## src/rtl/wam_pkg.sv

```systemverilog
// wam_pkg -- shared definitions for the 3x3 keypad scanner.
//   KEY_ROWS / KEY_COLS / NUM_KEYS : matrix geometry
//   scan_state_e                   : column-scan FSM states
//   key_idx_t, key_idx()           : key index encoding (row*KEY_COLS + col),
//                                    identical to the LED index
//   lowest_key()                   : lowest set index of a key vector
//   col_strobe()                   : active-low strobe pattern for one column
package wam_pkg;

  localparam int KEY_ROWS = 3;
  localparam int KEY_COLS = 3;
  localparam int NUM_KEYS = KEY_ROWS * KEY_COLS;

  typedef enum logic [2:0] {
    ST_IDLE,
    ST_DRIVE,
    ST_SAMPLE,
    ST_NEXT,
    ST_FRAME
  } scan_state_e;

  typedef logic [3:0] key_idx_t;

  function automatic key_idx_t key_idx(input int row, input int col);
    return key_idx_t'(row * KEY_COLS + col);
  endfunction

  function automatic key_idx_t lowest_key(input logic [NUM_KEYS-1:0] v);
    key_idx_t idx;
    idx = '0;
    for (int i = NUM_KEYS - 1; i >= 0; i--)
      if (v[i]) idx = key_idx_t'(i);
    return idx;
  endfunction

  function automatic logic [KEY_COLS-1:0] col_strobe(input logic [1:0] col);
    logic [KEY_COLS-1:0] one;
    one = 1;
    return ~(one << col);
  endfunction

endpackage

```

## src/rtl/keypad_scanner_if.sv

```systemverilog
// keypad_scanner_if -- key event handshake between scanner and consumer.
//   key_valid : a press event is pending
//   key_code  : index of the pending key (0..8)
//   key_ack   : consumer accepts the pending event
// master = scanner side, slave = consumer side.
interface keypad_scanner_if;
  import wam_pkg::*;

  logic     key_valid;
  key_idx_t key_code;
  logic     key_ack;

  modport master (output key_valid, output key_code, input  key_ack);
  modport slave  (input  key_valid, input  key_code, output key_ack);
endinterface

```

## src/rtl/keypad_scanner_debouncer.sv

```systemverilog
// key_debouncer -- debounced level for one key, advanced once per scan frame.
//   CLOCK_50 : clock            reset : synchronous, active-high
//   update   : frame strobe (counter/level advance only on this cycle)
//   raw      : key closed in the frame just completed
//   state    : debounced level
//   rise     : combinational, high in the update cycle that takes state 0->1
module key_debouncer #(
  parameter int DEBOUNCE_SCANS = 4
) (
  input  logic CLOCK_50,
  input  logic reset,
  input  logic update,
  input  logic raw,
  output logic state,
  output logic rise
);

  logic [2:0] cnt_q, cnt_d;
  logic       state_q, state_d;

  always_comb begin
    cnt_d   = cnt_q;
    state_d = state_q;
    rise    = 1'b0;
    if (update) begin
      if (raw == state_q) begin
        cnt_d = '0;
      end else if (cnt_q == 3'(DEBOUNCE_SCANS - 1)) begin
        // this frame is the DEBOUNCE_SCANS-th consecutive disagreement
        state_d = ~state_q;
        cnt_d   = '0;
        rise    = raw;
      end else begin
        cnt_d = cnt_q + 3'd1;
      end
    end
  end

  always_ff @(posedge CLOCK_50) begin
    if (reset) begin
      cnt_q   <= '0;
      state_q <= 1'b0;
    end else begin
      cnt_q   <= cnt_d;
      state_q <= state_d;
    end
  end

  assign state = state_q;

endmodule

```

## src/rtl/keypad_scanner.sv

```systemverilog
// keypad_scanner -- 3x3 matrix keypad scanner with debounce and press events.
//   CLOCK_50       : clock                  reset : synchronous, active-high
//   key_matrix_row : row sense, active-low  key_matrix_col : column strobes, active-low
//   key_state      : debounced level per key (index row*3+col)
//   key_press      : one-cycle pulse per key on debounced 0->1
//   key_overflow   : sticky, a press event was dropped
//   evt (master)   : key_valid / key_code / key_ack event handshake
// Build option: define KEYPAD_GHOST_REJECT_EN to discard frames with 3+ keys
// closed (possible ghosting); default build applies every frame.
//
// Scan timing: each column is low for SCAN_DIV cycles and columns switch
// directly (one low bit at a time); ST_NEXT is the first dwell cycle of
// columns 1 and 2, ST_SAMPLE the last dwell cycle of every column. One
// ST_FRAME cycle with all columns high closes the frame: 3*SCAN_DIV+1 cycles.
module keypad_scanner
  import wam_pkg::*;
#(
  parameter int SCAN_DIV       = 50000,
  parameter int DEBOUNCE_SCANS = 4
) (
  input  logic                CLOCK_50,
  input  logic                reset,
  input  logic [KEY_ROWS-1:0] key_matrix_row,
  output logic [KEY_COLS-1:0] key_matrix_col,
  output logic [NUM_KEYS-1:0] key_state,
  output logic [NUM_KEYS-1:0] key_press,
  output logic                key_overflow,
  keypad_scanner_if.master    evt
);

  localparam int DW = (SCAN_DIV > 2) ? $clog2(SCAN_DIV) : 1;
  localparam logic [DW-1:0] DWELL_PRELAST = DW'(SCAN_DIV - 2);

  // ---------------- scan FSM ----------------
  scan_state_e         state_q, state_d;
  logic [DW-1:0]       cnt_q, cnt_d;
  logic [1:0]          col_idx_q, col_idx_d;
  logic [KEY_COLS-1:0] col_q, col_d;
  logic [NUM_KEYS-1:0] raw_q, raw_d;
  logic                frame_tick;

  always_comb begin
    state_d    = state_q;
    cnt_d      = cnt_q;
    col_idx_d  = col_idx_q;
    col_d      = col_q;
    raw_d      = raw_q;
    frame_tick = 1'b0;
    case (state_q)
      ST_IDLE: begin
        state_d   = ST_DRIVE;
        col_idx_d = 2'd0;
        col_d     = col_strobe(2'd0);
        cnt_d     = '0;
      end
      ST_DRIVE, ST_NEXT: begin
        cnt_d   = cnt_q + DW'(1);
        state_d = (cnt_q == DWELL_PRELAST) ? ST_SAMPLE : ST_DRIVE;
      end
      ST_SAMPLE: begin
        for (int r = 0; r < KEY_ROWS; r++)
          raw_d[key_idx(r, int'(col_idx_q))] = ~key_matrix_row[r];
        cnt_d = '0;
        if (col_idx_q == 2'(KEY_COLS - 1)) begin
          state_d = ST_FRAME;
          col_d   = '1;
        end else begin
          state_d   = ST_NEXT;
          col_idx_d = col_idx_q + 2'd1;
          col_d     = col_strobe(col_idx_q + 2'd1);
        end
      end
      ST_FRAME: begin
        frame_tick = 1'b1;
        state_d    = ST_DRIVE;
        col_idx_d  = 2'd0;
        col_d      = col_strobe(2'd0);
        cnt_d      = '0;
      end
      default: begin
        state_d = ST_IDLE;
        col_d   = '1;
      end
    endcase
  end

  always_ff @(posedge CLOCK_50) begin
    if (reset) begin
      state_q   <= ST_IDLE;
      cnt_q     <= '0;
      col_idx_q <= 2'd0;
      col_q     <= '1;
      raw_q     <= '0;
    end else begin
      state_q   <= state_d;
      cnt_q     <= cnt_d;
      col_idx_q <= col_idx_d;
      col_q     <= col_d;
      raw_q     <= raw_d;
    end
  end

  assign key_matrix_col = col_q;

  // ---------------- debouncers ----------------
  logic ghost;
`ifdef KEYPAD_GHOST_REJECT_EN
  assign ghost = ($countones(raw_q) >= 3);
`else
  assign ghost = 1'b0;
`endif

  logic                update;
  logic [NUM_KEYS-1:0] rise_w;

  assign update = frame_tick & ~ghost;

  key_debouncer #(.DEBOUNCE_SCANS(DEBOUNCE_SCANS)) u_deb [NUM_KEYS-1:0] (
    .CLOCK_50 (CLOCK_50),
    .reset    (reset),
    .update   (update),
    .raw      (raw_q),
    .state    (key_state),
    .rise     (rise_w)
  );

  // ---------------- press events ----------------
  logic [NUM_KEYS-1:0] press_q, press_d;
  logic                valid_q, valid_d;
  key_idx_t            code_q, code_d;
  logic                ovf_q, ovf_d;

  always_comb begin
    press_d = rise_w;
    valid_d = valid_q;
    code_d  = code_q;
    ovf_d   = ovf_q;
    if (|rise_w) begin
      // an ack in the same cycle frees the slot, so the new press wins
      if (!valid_q || evt.key_ack) begin
        valid_d = 1'b1;
        code_d  = lowest_key(rise_w);
        if ((rise_w & (rise_w - 1'b1)) != '0) ovf_d = 1'b1;
      end else begin
        ovf_d = 1'b1;
      end
    end else if (valid_q && evt.key_ack) begin
      valid_d = 1'b0;
    end
  end

  always_ff @(posedge CLOCK_50) begin
    if (reset) begin
      press_q <= '0;
      valid_q <= 1'b0;
      code_q  <= '0;
      ovf_q   <= 1'b0;
    end else begin
      press_q <= press_d;
      valid_q <= valid_d;
      code_q  <= code_d;
      ovf_q   <= ovf_d;
    end
  end

  assign key_press     = press_q;
  assign key_overflow  = ovf_q;
  assign evt.key_valid = valid_q;
  assign evt.key_code  = code_q;

endmodule

```

## src/flat_wrapper.sv

```systemverilog
// flat-port wrapper written by rule: the top's interface ports become plain ports
module keypad_scanner_flat import wam_pkg::*;
#(
  parameter int SCAN_DIV       = 50000,
  parameter int DEBOUNCE_SCANS = 4
)
  (CLOCK_50, reset, key_matrix_row, key_matrix_col, key_state, key_press, key_overflow, evt_key_valid, evt_key_code, evt_key_ack);
  keypad_scanner_if evt_i ();
  input  logic CLOCK_50;
  input  logic reset;
  input  logic [KEY_ROWS-1:0] key_matrix_row;
  output logic [KEY_COLS-1:0] key_matrix_col;
  output logic [NUM_KEYS-1:0] key_state;
  output logic [NUM_KEYS-1:0] key_press;
  output logic key_overflow;
  output wire logic [$bits(evt_i.key_valid)-1:0] evt_key_valid;
  output wire logic [$bits(evt_i.key_code)-1:0] evt_key_code;
  input wire logic [$bits(evt_i.key_ack)-1:0] evt_key_ack;
  assign evt_key_valid = evt_i.key_valid;
  assign evt_key_code = evt_i.key_code;
  assign evt_i.key_ack = evt_key_ack;
  keypad_scanner #(.SCAN_DIV(SCAN_DIV), .DEBOUNCE_SCANS(DEBOUNCE_SCANS)) u_core (.CLOCK_50(CLOCK_50), .reset(reset), .key_matrix_row(key_matrix_row), .key_matrix_col(key_matrix_col), .key_state(key_state), .key_press(key_press), .key_overflow(key_overflow), .evt(evt_i));
endmodule
```

## config.mk

```make
export PLATFORM = sky130hd
export DESIGN_NAME = keypad_scanner_flat
export DESIGN_NICKNAME = d
export VERILOG_FILES = /design/src/rtl/wam_pkg.sv /design/src/rtl/keypad_scanner_if.sv /design/src/rtl/keypad_scanner_debouncer.sv /design/src/rtl/keypad_scanner.sv /design/src/flat_wrapper.sv
export SDC_FILE = /design/constraint.sdc
export NUM_CORES = 1
export LEC_CHECK = 0
export ABC_AREA = 1
export CAP_MARGIN = 20
export CORE_ASPECT_RATIO = 2
export CORE_MARGIN = 4
export CORE_UTILIZATION = 50
export CTS_CLUSTER_DIAMETER = 30
export DETAILED_ROUTE_END_ITERATION = 8
export PLACE_DENSITY = 0.7
export SLEW_MARGIN = 10
export SYNTH_ARGS = -nofsm -noshare
export SYNTH_HDL_FRONTEND = slang
export SYNTH_SLANG_ARGS = --single-unit
```

## constraint.sdc

```tcl
create_clock -name CLOCK_50 -period 1.8 [get_ports CLOCK_50]
set_input_delay 0.36 -clock CLOCK_50 [delete_from_list [all_inputs] [get_ports CLOCK_50]]
set_output_delay 0.36 -clock CLOCK_50 [all_outputs]
set_load 0.01 [all_outputs]
```

==> results of run 1 <==
[what timing repair did]
item	CTS	global route
cloned	0	0
endpoints found under the setup margin	1	10
pin swaps	1	4
gates resized for setup	1	19
setup buffers	4	2
[placed cells by master (no fill, tap or decap), drive strengths merged]
master,instances
a311oi,5
o221a,1
a211oi,15
o31ai,6
xnor2,2
nand2,116
bufinv,1
dfxtp,84
o311ai,1
nand3,22
nand4,6
ha,18
nor3,7
a21oi,45
a31oi,1
o22ai,3
nor4,2
nor3b,1
clkbuf,15
a21o,1
a22oi,2
buf,35
xor2,1
inv,84
o21a,1
a221oi,2
clkdlybuf4s50,31
nor2,87
o21ai,37
[where the power goes]
group | switching (mW) | internal (mW)
Clock | 0.697 | 1.15
Sequential | 0.00939 | 1.87
Combinational | 0.110 | 0.0554
Total | 0.817 | 3.08
[logic make-up (layout without fill, tap and decap cells)]
logic type	after synthesis	after routing
AND/OR/NAND/NOR	241	241
AO/OA/AOI/OAI	120	120
buffers and inverters	108	166
flip-flops	84	84
adder cells (fa/ha/maj)	18	18
XOR/XNOR	3	3
[metal layers]
metal | track usage | wire [µm] | vias to the layer above
met3 | 0.03088 | 290 | 33
met1 | 0.2021 | 3757 | 1810
met5 | 0 | 0 | -
li1 | - | - | 1972
met2 | 0.4152 | 5582 | 75
met4 | 0.1366 | 471 | 0
[through the flow]
| step | instances | worst slack, ns | hold slack (ns) | utilization |
|---|---|---|---|---|
| after floorplan | 574 | 0.2433 | 0.4169 | - |
| after global placement | 706 | 0.05697 | 0.4243 | 0.5854 |
| after detailed placement | 706 | -0.003836 | 0.4325 | 0.5854 |
| after CTS | 726 | 0.05973 | 0.4110 | 0.6281 |
| after global routing | 728 | -0.09186 | 0.4417 | 0.6364 |
| final | 728 | 0.09195 | 0.4181 | 0.6364 |
[worst max-delay path, stage by stage, from the launching register on]
cell	delay, ns
dfxtp_4	0.36
inv_2	0.09
nand2_4	0.08
nor2_8	0.13
buf_12	0.13
nand3_2	0.12
nand2_4	0.11
nor2_4	0.05
nand2_2	0.10
nor2_4	0.06
nor2_8	0.11
o21ai_1	0.07
o21ai_1	0.09
nor2_1	0.06
[path summary, 6_finish.rpt]
path,startpoint,end,cells past startpoint
max,u_core.state_q[0],u_core.evt.key_code[1],13
min,reset,u_core.key_matrix_col[2],3
max reg2reg,u_core.state_q[0],u_core.evt.key_code[1],13
min reg2reg,u_core.u_deb[7].cnt_q[2],u_core.u_deb[7].cnt_q[2],2
[flip-flops by register name (all words and copies together), names as in the netlist]
| register | flops |
|---|---|
| u_core.key_matrix_col | 3 |
| u_core.col_idx_q | 2 |
| u_core.u_deb.cnt_q | 27 |
| u_core.evt.key_valid | 1 |
| u_core.key_overflow | 1 |
| u_core.raw_q | 9 |
| u_core.u_deb.state | 9 |
| u_core.cnt_q | 16 |
| u_core.evt.key_code | 4 |
| u_core.state_q | 3 |
| u_core.key_press | 9 |
[final cells by class]
| type | count | area, µm² |
|---|---|---|
| clock buffer | 15 | 267.8 |
| clock inverter | 1 | 30.03 |
| fill | 715 | 2909 |
| inverter | 84 | 315.3 |
| multi-input combinational | 382 | 2072 |
| sequential | 84 | 1687 |
| tap | 96 | 120.1 |
| timing repair buffer | 66 | 599.3 |
==> out/results.tsv, run 1 <==
stage	metric	value	unit
finish	area_growth	22.60	%
critical_path	endpoint_kind	register	
drt	drt-wirelength-per-cell	13.88	µm
synthesis	yosys.area_share.simple	0.2582	
place	port_buffers	32	
synthesis	synth_xor_area_frac	0.006327	
synthesis	synth-edff-count	0	
global_routing	grt_pass1_vias	3928	
synthesis	synth_most_common_cell	nand2_1	
timing	slew_violations	0	
timing	rsz0062_at_grt	yes	
floorplanning	start_util	0.5191	
synthesis	yosys-top-cells-count	111 x nand2_1, 84 x dfxtp_1, 80 x inv_1, 80 x nor2_1, 45 x a21oi_1	
synthesis	synth_fa_ha_area_frac	0.05423	
clock_tree	clk_pin_slew_worst_paths	0.06	ns
critical_path	rrSetupSlack	0.09	ns
floorplanning	die-area	0.009916	mm²
global_routing	grt_usage	0.2151	
clock_tree	clockRootBuffer	clkbuf_16	
timing	maxSlewHeadroom	0.7112	
floorplanning	core_area	0.008000	mm²
clock_tree	cts.sinks	84	
clock_tree	cts_tree	done	
outcome	status	complete, no violations	
global_routing	grt_overflow	0	
floorplanning	rows	46	
drt	drt_first_pass_iters	4	
clock_tree	htreeDepth	3	
place	place_congestion	0.9060	
clock_tree	ctsHoldBuffers	0	
drt	drtAntennaViolNets	0	
synthesis	synthCells	574	
synthesis	ys_seq_area_frac	0.4049	
clock_tree	cts_buffers	9	
critical_path	crit_fanout	9	
synthesis	synthesis.area	0.004153	mm²
synthesis	synth.top_cell.area_share	0.4049	
timing	fin_skew	0.003132	ns
place	dp_hpwl	7485	µm
timing	finalCritPeriodShare	0.9489	
synthesis	synth_area_leader_cell	dfxtp_1	
synthesis	ys_seq_elements	84	
synthesis	yosysUniqueCellTypes	36	
finish	drive_gt1_frac	0.1329	
drt	finalWirelength	10100	µm
timing	hold_violations	0	
drt	via_per_inst	5.343	
timing	tightestPinTransition	0.4292	ns
finish	diodes	0	
drt	vias	3890	
clock_tree	insertion_delay	0.34	ns
global_routing	grt_max_degree	63	
synthesis	synthMuxAreaShare	0	
synthesis	avgSynthCellArea	7.235	µm²
power_and_ir_drop	power.leakage	1.945	nW
timing	fmax	585.5	MHz
place	dpl_cell_area	0.004683	mm²
critical_path	required	2.01	ns
clock_tree	clk_path_buf_depth	2	
flow_run	maxCapViolCount	0	
floorplanning	io_pins	33	
finish	fin_area	0.005091	mm²
synthesis	synth_top_family_by_area	simple AND/OR/NAND/NOR gates	
power_and_ir_drop	power_density	764.8	mW/mm²
synthesis	yosys-top-cells-area	dfxtp_1 40%, nand2_1 10%, inv_1 7.2%, nor2_1 7.2%, a21oi_1 5.4%	
global_routing	grt_pass1_wl	16740	µm
timing	min_period	1.708	ns
timing	setup_tns	0	ns
finish	nets	651	
floorplanning	fp.dieH	136.9	µm
global_routing	antenna_found_initial	0	
synthesis	yosysWarningCount	0	
synthesis	syn-num-nets	598	
power_and_ir_drop	ir_worst_vdd	0.4789	mV
synthesis	synth_compound_area_frac	0.1696	
critical_path	arrival	1.92	ns
synthesis	synthArstFlopShare	0	
critical_path	crit_type	register to register	
synthesis	synthFlopType	dfxtp_1	
floorplanning	fp.dieW	72.44	µm
drt	drt-initial-drc-count	269	
timing	setup_viol	0	
power_and_ir_drop	power.total	3.894	mW
drt	drc	0	
critical_path	critPathLaunchType	register	
hold_path	hp-class	input pin to register	
Power figures use the tool's default switching activity.
==> run 2: changes to the inputs <==
--- a/config.mk
+++ b/config.mk
@@ -7,7 +7,8 @@
 export LEC_CHECK = 0
 export ABC_AREA = 1
+export ABC_CLOCK_PERIOD_IN_PS = 1800
 export CAP_MARGIN = 20
 export CORE_ASPECT_RATIO = 2
-export CORE_MARGIN = 4
+export CORE_MARGIN = 2
 export CORE_UTILIZATION = 50
 export CTS_CLUSTER_DIAMETER = 30
==> constraint.sdc (replaced) <==
create_clock -name CLOCK_50 -period 1.8 [get_ports CLOCK_50]
set_input_delay 0.27 -clock CLOCK_50 [delete_from_list [all_inputs] [get_ports CLOCK_50]]
set_output_delay 0.27 -clock CLOCK_50 [all_outputs]
set_load 0.01 [all_outputs]
==> run 2 against run 1 <==
Non-clock buffer count is 6 lower. Critical endpoint is now u_core.key_overflow. Highest routed layer unchanged. Global-route usage is 2.8 points higher. Die area is 8.3% lower. Largest power group unchanged. Via count is 0.90% lower. Largest cell class unchanged. Critical path depth is 1 lower.
==> out/results.tsv, run 2 (synthesized netlist as in run 1, its figures left out) <==
stage	metric	value	unit
critical_path	endpoint	u_core.key_overflow	
floorplanning	rows	47	
timing	fmax	588.6	MHz
floorplanning	start_util	0.5080	
drt	drt-initial-drc-count	250	
place	place_congestion	0.9076	
finish	biggestRegsByFlops	u_core.u_deb.cnt_q x27, u_core.cnt_q x16	
critical_path	endpoint_kind	register	
critical_path	rr_startpoint	u_core.state_q[0]	
power_and_ir_drop	ir_worst_vdd	0.5704	mV
flow_run	maxCapViolCount	0	
floorplanning	fp.dieH	132.9	µm
drt	finalWirelength	10190	µm
global_routing	grt_overflow	0	
critical_path	r2r_cells	12	
timing	min_period	1.699	ns
power_and_ir_drop	power_density	773.4	mW/mm²
finish	drive_gt1_frac	0.1372	
timing	hold_violations	0	
finish	area_growth	21.72	%
critical_path	crit_type	register to register	
floorplanning	fp.dieW	68.44	µm
critical_path	arrival	1.97	ns
clock_tree	insertion_delay	0.34	ns
critical_path	r2r-end	u_core.key_overflow	
critical_path	rrSetupSlack	0.10	ns
hold_path	worstHoldStart	reset	
critical_path	crit_fanout	7	
critical_path	crit_path_start	u_core.state_q[0]	
clock_tree	clockRootBuffer	clkbuf_16	
timing	rsz0062_at_grt	no	
drt	vias	3855	
drt	drt_first_pass_iters	4	
timing	finalCritPeriodShare	0.9439	
power_and_ir_drop	power.leakage	1.913	nW
global_routing	grt_pass1_vias	3738	
drt	drt-wirelength-per-cell	14.06	µm
floorplanning	die-area	0.009094	mm²
timing	fin_skew	0.004353	ns
finish	final_cell_mix	105 x nand2_1, 83 x dfxtp_1, 78 x inv_1, 74 x nor2_1, 45 x a21oi_1	
clock_tree	clk_pin_slew_worst_paths	0.06	ns
place	dpl_cell_area	0.004663	mm²
clock_tree	ctsHoldBuffers	0	
timing	tightestPinTransition	0.4659	ns
floorplanning	core_area	0.008174	mm²
timing	maxSlewHeadroom	0.6866	
global_routing	grt_max_degree	63	
clock_tree	cts.sinks	84	
timing	setup_tns	0	ns
finish	top_register	u_core.u_deb.cnt_q	
place	dp_hpwl	7653	µm
global_routing	antenna_found_initial	0	
clock_tree	clk_path_buf_depth	2	
drt	via_per_inst	5.317	
clock_tree	cts_tree	done	
place	port_buffers	32	
finish	final_common_cell	nand2_1	
floorplanning	io_pins	33	
outcome	status	complete, no violations	
drt	drtAntennaViolNets	0	
clock_tree	cts_buffers	9	
clock_tree	htreeDepth	3	
global_routing	grt_pass1_wl	16720	µm
critical_path	critPathLaunchType	register	
finish	largest_reg_flops	27	
finish	diodes	0	
global_routing	grt_usage	0.2433	
timing	setup_viol	0	
hold_path	hp-class	input pin to register	
drt	drc	0	
critical_path	required	2.07	ns
finish	nets	646	
finish	fin_area	0.005055	mm²
timing	slew_violations	0	
-- run 2: through the flow --
step / hold slack [ns] / util / worst slack (ns) / power (mW) / instances
2_1_floorplan: 0.4169 / - / 0.2433 / 2.018 / 574
3_3_place_gp: 0.4262 / 0.5705 / 0.07157 / 2.078 / 705
3_5_place_dp: 0.4288 / 0.5705 / 0.04711 / 2.082 / 705
4_1_cts: 0.4012 / 0.6077 / 0.02049 / 3.946 / 721
5_1_grt: 0.4245 / 0.6184 / 0.003059 / 4.057 / 725
6_report: 0.3962 / 0.6184 / 0.1009 / 3.909 / 725
-- run 2: metal layers --
metal,GRT usage,routed length (µm),up-vias
li1,-,-,1962
met1,0.2415,3589,1773
met2,0.4311,5700,78
met3,0.05102,315,42
met4,0.1511,586,0
met5,0,0,-
-- run 2: repair_timing --
item                                    in CTS  in global routing
endpoints found under the setup margin       0                  8
gates resized for setup                      0                 20
setup buffers                                0                  3
-- run 2: how the worst min path moves through the flow --
stage / end / slack (ns) / cells after the start
global placement: u_core.u_deb[1].cnt_q[2] / 0.43 / 2
floorplan: u_core.u_deb[0].cnt_q[2] / 0.42 / 2
CTS: u_core.u_deb[2].cnt_q[0] / 0.40 / 3
finish: u_core.u_deb[8].cnt_q[2] / 0.40 / 3
global route: u_core.key_press[0] / 0.42 / 3
detailed placement: u_core.u_deb[6].cnt_q[2] / 0.43 / 2
-- run 2: layout make-up --
type	instances	area, µm²
Fill cell	757	3119
Tap cell	98	122.6
Timing Repair Buffer	60	538.0
Sequential cell	84	1683
Clock buffer	12	256.5
Inverter	84	315.3
Multi-Input combinational cell	383	2092
Clock inverter	4	47.55
-- run 2: critical path, cell delays in order, from the launching register on --
cell	delay, ns
dfxtp_2	0.35
inv_2	0.09
nand2_4	0.10
nor2_8	0.18
clkbuf_4	0.22
nand4_1	0.15
nor2_1	0.14
nor2_1	0.08
nand3_1	0.08
nor2_1	0.04
nand2_1	0.06
nand2_1	0.05
a21oi_1	0.10
-- run 2: power breakdown --
part           switching, mW  internal [mW]
combinational          0.112         0.0544
clock                  0.719           1.15
sequential           0.00969           1.87
